===== src/rtl/frame_stats_pkg.sv =====
// rtl/frame_stats_pkg.sv - shared types and widths for the frame statistics collector
package frame_stats_pkg;

  localparam int DEF_DATA_W = 8;
  localparam int DEF_IDX_W  = 6;
  localparam int FRAME_LEN  = 2 ** DEF_IDX_W;
  localparam int SUM_W      = DEF_DATA_W + DEF_IDX_W;
  localparam int CNT_W      = DEF_IDX_W + 1;

  typedef enum logic {
    SYNC,
    ACCUM
  } state_t;

  typedef enum logic [2:0] {
    HOLD,
    STEP,
    WRAP,
    START0,
    JUMP
  } edge_t;

endpackage


===== src/rtl/frame_stats_out_reg.sv =====
// rtl/frame_stats_out_reg.sv - valid/ready holding register with drop-on-busy and sticky overrun
module frame_stats_out_reg #(
  parameter int W = 8
) (
  input  logic         clk,
  input  logic         rst,
  input  logic         offer,
  input  logic [W-1:0] offer_data,
  input  logic         ready,
  output logic         valid,
  output logic [W-1:0] data,
  output logic         overrun
);

  logic load;

  // A new item is accepted when the register is empty or is being drained on this edge
  assign load = offer && (!valid || ready);

  // Hold the item until drained; an offer that cannot be taken is dropped and flagged
  always_ff @(posedge clk or posedge rst) begin
    if (rst) begin
      valid   <= 1'b0;
      data    <= '0;
      overrun <= 1'b0;
    end else begin
      if (load) begin
        valid <= 1'b1;
        data  <= offer_data;
      end else if (ready) begin
        valid <= 1'b0;
      end
      if (offer && !load) begin
        overrun <= 1'b1;
      end
    end
  end

endmodule


===== src/rtl/frame_stats_collector.sv =====
// rtl/frame_stats_collector.sv - per-frame sum/min/max/count over a wrapping sample index
module frame_stats_collector
  import frame_stats_pkg::*;
#(
  parameter int DATA_W = DEF_DATA_W,
  parameter int IDX_W  = DEF_IDX_W
) (
  input  logic                      CLK,
  input  logic                      RST,
  input  logic [IDX_W-1:0]          IDX,
  input  logic [DATA_W-1:0]         SAMPLE,
  input  logic                      SAMPLE_VALID,
  output logic [DATA_W+IDX_W-1:0]   STAT_SUM,
  output logic [DATA_W-1:0]         STAT_MIN,
  output logic [DATA_W-1:0]         STAT_MAX,
  output logic [IDX_W:0]            STAT_COUNT,
  output logic                      STAT_VALID,
  input  logic                      STAT_READY,
  output logic                      FRAME_ABORT,
  output logic                      OVERRUN
);

  localparam int SUM_BITS = DATA_W + IDX_W;
  localparam int CNT_BITS = IDX_W + 1;
  localparam int PAY_W    = SUM_BITS + 2 * DATA_W + CNT_BITS;

  state_t              state, state_nxt;
  edge_t               edge_cls;
  logic [IDX_W-1:0]    prev_idx;
  logic [IDX_W-1:0]    idx_inc;

  logic [SUM_BITS-1:0] acc_sum, sum_nxt, init_sum;
  logic [DATA_W-1:0]   acc_min, min_nxt, init_min;
  logic [DATA_W-1:0]   acc_max, max_nxt, init_max;
  logic [CNT_BITS-1:0] acc_cnt, cnt_nxt, init_cnt;

  logic                offer;
  logic                abort_nxt;
  logic [DATA_W-1:0]   offer_min;
  logic [PAY_W-1:0]    stat_data;

  assign idx_inc = prev_idx + 1'b1;

  // A frame starts from the sample seen on its index-0 edge
  assign init_sum = SAMPLE_VALID ? SUM_BITS'(SAMPLE) : '0;
  assign init_min = SAMPLE_VALID ? SAMPLE : '1;
  assign init_max = SAMPLE_VALID ? SAMPLE : '0;
  assign init_cnt = SAMPLE_VALID ? CNT_BITS'(1) : '0;

  // An empty frame reports min as zero rather than the all-ones seed
  assign offer_min = (acc_cnt == '0) ? '0 : acc_min;

  // Classify how the index moved relative to the previous cycle
  always_comb begin
    edge_cls = JUMP;
    if (state != SYNC && IDX == prev_idx) begin
      edge_cls = HOLD;
    end else if (IDX != '0 && IDX == idx_inc) begin
      edge_cls = STEP;
    end else if (IDX == '0 && prev_idx == '1) begin
      edge_cls = WRAP;
    end else if (IDX == '0) begin
      edge_cls = START0;
    end
  end

  // Next-state and accumulator update for the sync/accumulate FSM
  always_comb begin
    state_nxt = state;
    sum_nxt   = acc_sum;
    min_nxt   = acc_min;
    max_nxt   = acc_max;
    cnt_nxt   = acc_cnt;
    offer     = 1'b0;
    abort_nxt = 1'b0;
    case (state)
      SYNC: begin
        if (IDX == '0) begin
          state_nxt = ACCUM;
          sum_nxt   = init_sum;
          min_nxt   = init_min;
          max_nxt   = init_max;
          cnt_nxt   = init_cnt;
        end
      end
      ACCUM: begin
        case (edge_cls)
          HOLD: ;
          STEP: begin
            if (SAMPLE_VALID) begin
              sum_nxt = acc_sum + SUM_BITS'(SAMPLE);
              cnt_nxt = acc_cnt + 1'b1;
              min_nxt = (SAMPLE < acc_min) ? SAMPLE : acc_min;
              max_nxt = (SAMPLE > acc_max) ? SAMPLE : acc_max;
            end
          end
          WRAP, START0: begin
            offer     = (edge_cls == WRAP);
            abort_nxt = (edge_cls == START0);
            sum_nxt   = init_sum;
            min_nxt   = init_min;
            max_nxt   = init_max;
            cnt_nxt   = init_cnt;
          end
          JUMP: begin
            abort_nxt = 1'b1;
            state_nxt = SYNC;
            sum_nxt   = '0;
            min_nxt   = '1;
            max_nxt   = '0;
            cnt_nxt   = '0;
          end
          default: ;
        endcase
      end
      default: state_nxt = SYNC;
    endcase
  end

  // State, previous index, accumulators and the registered abort pulse
  always_ff @(posedge CLK or posedge RST) begin
    if (RST) begin
      state       <= SYNC;
      prev_idx    <= '0;
      acc_sum     <= '0;
      acc_min     <= '1;
      acc_max     <= '0;
      acc_cnt     <= '0;
      FRAME_ABORT <= 1'b0;
    end else begin
      state       <= state_nxt;
      prev_idx    <= IDX;
      acc_sum     <= sum_nxt;
      acc_min     <= min_nxt;
      acc_max     <= max_nxt;
      acc_cnt     <= cnt_nxt;
      FRAME_ABORT <= abort_nxt;
    end
  end

  frame_stats_out_reg #(
    .W(PAY_W)
  ) u_out_reg (
    .clk       (CLK),
    .rst       (RST),
    .offer     (offer),
    .offer_data({acc_sum, offer_min, acc_max, acc_cnt}),
    .ready     (STAT_READY),
    .valid     (STAT_VALID),
    .data      (stat_data),
    .overrun   (OVERRUN)
  );

  assign {STAT_SUM, STAT_MIN, STAT_MAX, STAT_COUNT} = stat_data;

endmodule


===== config.mk =====
export PLATFORM = sky130hd
export DESIGN_NAME = frame_stats_collector
export DESIGN_NICKNAME = d
export VERILOG_FILES = /design/src/rtl/frame_stats_pkg.sv /design/src/rtl/frame_stats_out_reg.sv /design/src/rtl/frame_stats_collector.sv
export SDC_FILE = /design/constraint.sdc
export NUM_CORES = 1
export LEC_CHECK = 0
export CAP_MARGIN = 15
export CORE_MARGIN = 2
export CORE_UTILIZATION = 25
export DETAILED_ROUTE_END_ITERATION = 8
export GPL_TIMING_DRIVEN = 0
export SLEW_MARGIN = 40
export SYNTH_ARGS = -nofsm -noshare
export SYNTH_HDL_FRONTEND = slang
export SYNTH_SLANG_ARGS = --single-unit

===== constraint.sdc =====
create_clock -name CLK -period 3.2 [get_ports CLK]
set_input_delay 0.64 -clock CLK [delete_from_list [all_inputs] [get_ports CLK]]
set_output_delay 0.64 -clock CLK [all_outputs]
set_load 0.05 [all_outputs]

==> flow_summary.yaml <==
finish:
  stdcell_count: 712
  area.growth.synth_to_final_pct: 28.1
  final_core_util_pct: 32.6
  nets: 527
  drive_above_1_share_pct: 15.2
  num-fill-cells: 1768
  diodes: 0
synthesis:
  syn-cell-area_sq_mm: 0.00441
  yosys-top-cells-count: "dfrtp_1 (76), nand2_1 (52), o21ai_0 (37)"
  async_flop_share_pct: 100
  synth_top_area_cell: "dfrtp_1"
  synth_ff_type: "dfrtp_1"
  yosysMostFrequentCell: "dfrtp_1"
  synth_area_leaders: "dfrtp_1 (43%), ha_1 (7.4%), dfstp_2 (4.8%)"
  postSynthAreaPerCell_sq_um: 10.7
  synth.top_cell.area_share_pct: 43.1
  ys_ff_latch: 84
  seq_area_frac_synth_pct: 47.9
  synth_cell_type_count: 61
  syn_inst: 413
  synth_fp_nets: 458
  synth-warning-count: 0
  synth_edf_count: 0
critical_path:
  start_kind: "input pin"
  worstSetupPathType: "in2reg"
  cpLargestDelayFamily: "compound AO/OA/AOI/OAI gates"
  ff2ff_path_depth: 8
  end_kind: "flip-flop"
  critPathMaxStageDelay_ns: 0.60
  cp.arrival_ns: 3.26
  path_cells: "clkdlybuf4s50_1 > xor2_2 > nor4_2 > a21oi_1 > o21a_1 > clkbuf_1 > o221a_2 > a22o_1"
  cp.required_ns: 3.43
  crit_buf_inv: 2
  cp_max_fo: 10
  crit_slowest_cell: "nor4_2"
  path_depth: 8
job:
  maxCapViolCount: 0
place:
  hpwl_microns: 8050
  dp_worst_setup_slack_ns: -0.356
  gp_congestion: 0.800
  io_buffers: 57
  dp_cells: 696
clocking:
  clock_latency_ns: 0.34
  clockRootBuffer: "clkbuf_16"
  cts_buffers: 9
  cts_max_level: 3
  clkTransAtPathRegs_ns: 0.06
  clock_sinks: 84
  max-clock-path-buffers: 2
  cts_setup_buffers: 0
  cts_tree: "yes"
floorplan:
  start_util_pct: 25.5
  core_sq_mm: 0.0173
  std_cell_rows: 48
  design.portCount: 58
  dieArea_sq_mm: 0.0187
  die_h_microns: 137
  chipWidth_microns: 137
global_routing:
  track_usage_pct: 12.6
  antenna_found_initial: 0
  gr-total-overflow: 0
  grt_max_degree: 58
  grt_pass1_vias: 3572
  grt_pass1_wl_microns: 18200
drt:
  wl_per_cell_microns: 15.3
  first_pass_iters: 4
  viasPerCell: 4.83
  dr_total_vias: 3442
  drt_iter0_drc: 190
  final_antenna_net_count: 0
  drc: 0
  drt-total-wl_microns: 10900
pwr:
  leakage_nw: 2.45
  irDropWorstVdd_mv: 0.277
  p_seq_share_pct: 42.5
  switching_share_pct: 27.0
  p_per_area_mw_per_mm2: 519
  power.switching_mw: 0.792
  power_frac_comb_pct: 18.0
  clkPwrFrac_pct: 39.5
  p_int_mw: 2.14
timing:
  relSlewSlack_pct: 57.6
  finalCritPeriodShare_pct: 94.7
  fmax_mhz: 330
  fin_skew_ns: 0.00369
  hold_viol_final: 0
  fin_ws_ns: 0.168
  finalMaxSlewViolations: 0
  setup_tns_ns: 0
  worstMarginPinSlew_ns: 0.632
  finalSetupViolCount: 0
  rsz0062_at_grt: "no"
  min_period_ns: 3.03
worst_hold_path:
  hold_path_class: "reg2reg"
  holdPathStages: 2
outcome:
  outcome: "finished clean"
layout make-up:
cell class	instances	area, sq um	area share (%)
flip-flops and latches	84	2110	37.4
clock inverters	5	83.8	1.48
well taps	225	282	4.99
plain buffers	14	67.6	1.20
inverters	25	98.8	1.75
multi-input cells	290	2150	38.1
clock buffers	11	253	4.48
repair buffers	58	601	10.6
state kept, by name (all words and copies together), names as in the netlist:
signal             count
prev_idx               6
u_out_reg.valid        1
state                  1
acc_sum               14
FRAME_ABORT            1
acc_max                8
u_out_reg.overrun      1
u_out_reg.data        37
acc_cnt                7
acc_min                8
through the flow:
| stage | area [sq um] | hold WS (ns) | power (mW) |
|---|---|---|---|
| floorplan | 4410 | 0.466 | 1.63 |
| global placement | 5260 | 0.466 | 1.76 |
| detailed placement | 5290 | 0.472 | 1.79 |
| CTS | 5630 | 0.486 | 2.97 |
| global route | 5650 | 0.524 | 3.11 |
| finish | 5650 | 0.476 | 2.93 |
power by group through the flow:
| stage | Combinational (mW) | Clock, mW | Sequential [mW] |
|---|---|---|---|
| 3_5_place_dp | 0.526 | 0 | 1.26 |
| 6_report | 0.529 | 1.16 | 1.24 |
| 3_3_place_gp | 0.505 | 0 | 1.26 |
| 2_1_floorplan | 0.395 | 0 | 1.24 |
| 4_1_cts | 0.529 | 1.19 | 1.24 |
| 5_1_grt | 0.616 | 1.23 | 1.26 |
worst paths after layout:
| kind | start | slack (ns) | end |
|---|---|---|---|
| setup reg to reg | prev_idx[0] | 0.57 | acc_sum[0] |
| min in group asynchronous | RST | 0.63 | u_out_reg.data[13] |
| max in group asynchronous | RST | 1.95 | acc_min[0] |
| hold / removal | u_out_reg.data[16] | 0.48 | u_out_reg.data[16] |
| setup / recovery | IDX[3] | 0.17 | acc_max[4] |
| hold reg to reg | u_out_reg.data[16] | 0.48 | u_out_reg.data[16] |
routing by layer:
metal / GRT usage [%] / part of all wire (%)
met5: 0 / 0
met4: 4.93 / 1.4
met3: 3.52 / 4.3
met2: 19.7 / 46
met1: 16.6 / 48
kinds of logic after synthesis:
group / Yosys count / share of synthesized area (%)
AO/OA/AOI/OAI: 125 / 20.9
flip-flops: 84 / 47.9
AND/OR/NAND/NOR: 105 / 11.9
adder cells (fa/ha/maj): 27 / 7.83
buffers and inverters: 39 / 3.66
XOR/XNOR: 13 / 2.75
multiplexers: 20 / 5.05
cell usage in the layout, fill, tap and decap left out, types with 3 or more instances in the layout:
cell type / count
dfrtp_1: 76
clkbuf_16: 9
nand3_1: 8
or3_1: 3
and2_2: 3
dfstp_2: 8
a21o_1: 4
a22o_1: 8
o31a_1: 3
nand2b_1: 4
inv_1: 24
nand4_1: 4
a21oi_1: 11
clkbuf_8: 3
nor4_1: 3
ha_1: 26
clkbuf_1: 9
buf_2: 4
nor2_1: 7
a32oi_1: 7
o22a_2: 8
xnor2_1: 7
xor2_1: 5
o21bai_1: 6
a21boi_0: 7
nand2_1: 52
clkdlybuf4s50_1: 56
o21ai_0: 37
or4_1: 4
o31ai_1: 4
nor2b_1: 4
o21a_1: 6
mux2_2: 18
worst register-to-register path: stages (launching register included):
cell and delay (ns):
dfrtp_1 0.41, ha_1 0.32, xnor2_1 0.14, nand2_1 0.10
a2111o_1 0.49, o31ai_4 0.36, buf_2 0.29, buf_2 0.25
o21ai_0 0.13
repair_timing:
item,in CTS,in global routing
gates resized for setup,0,4
setup endpoints to repair,0,30
hold buffers,0,0
No activity file was read; power rests on OpenSTA's default activity.
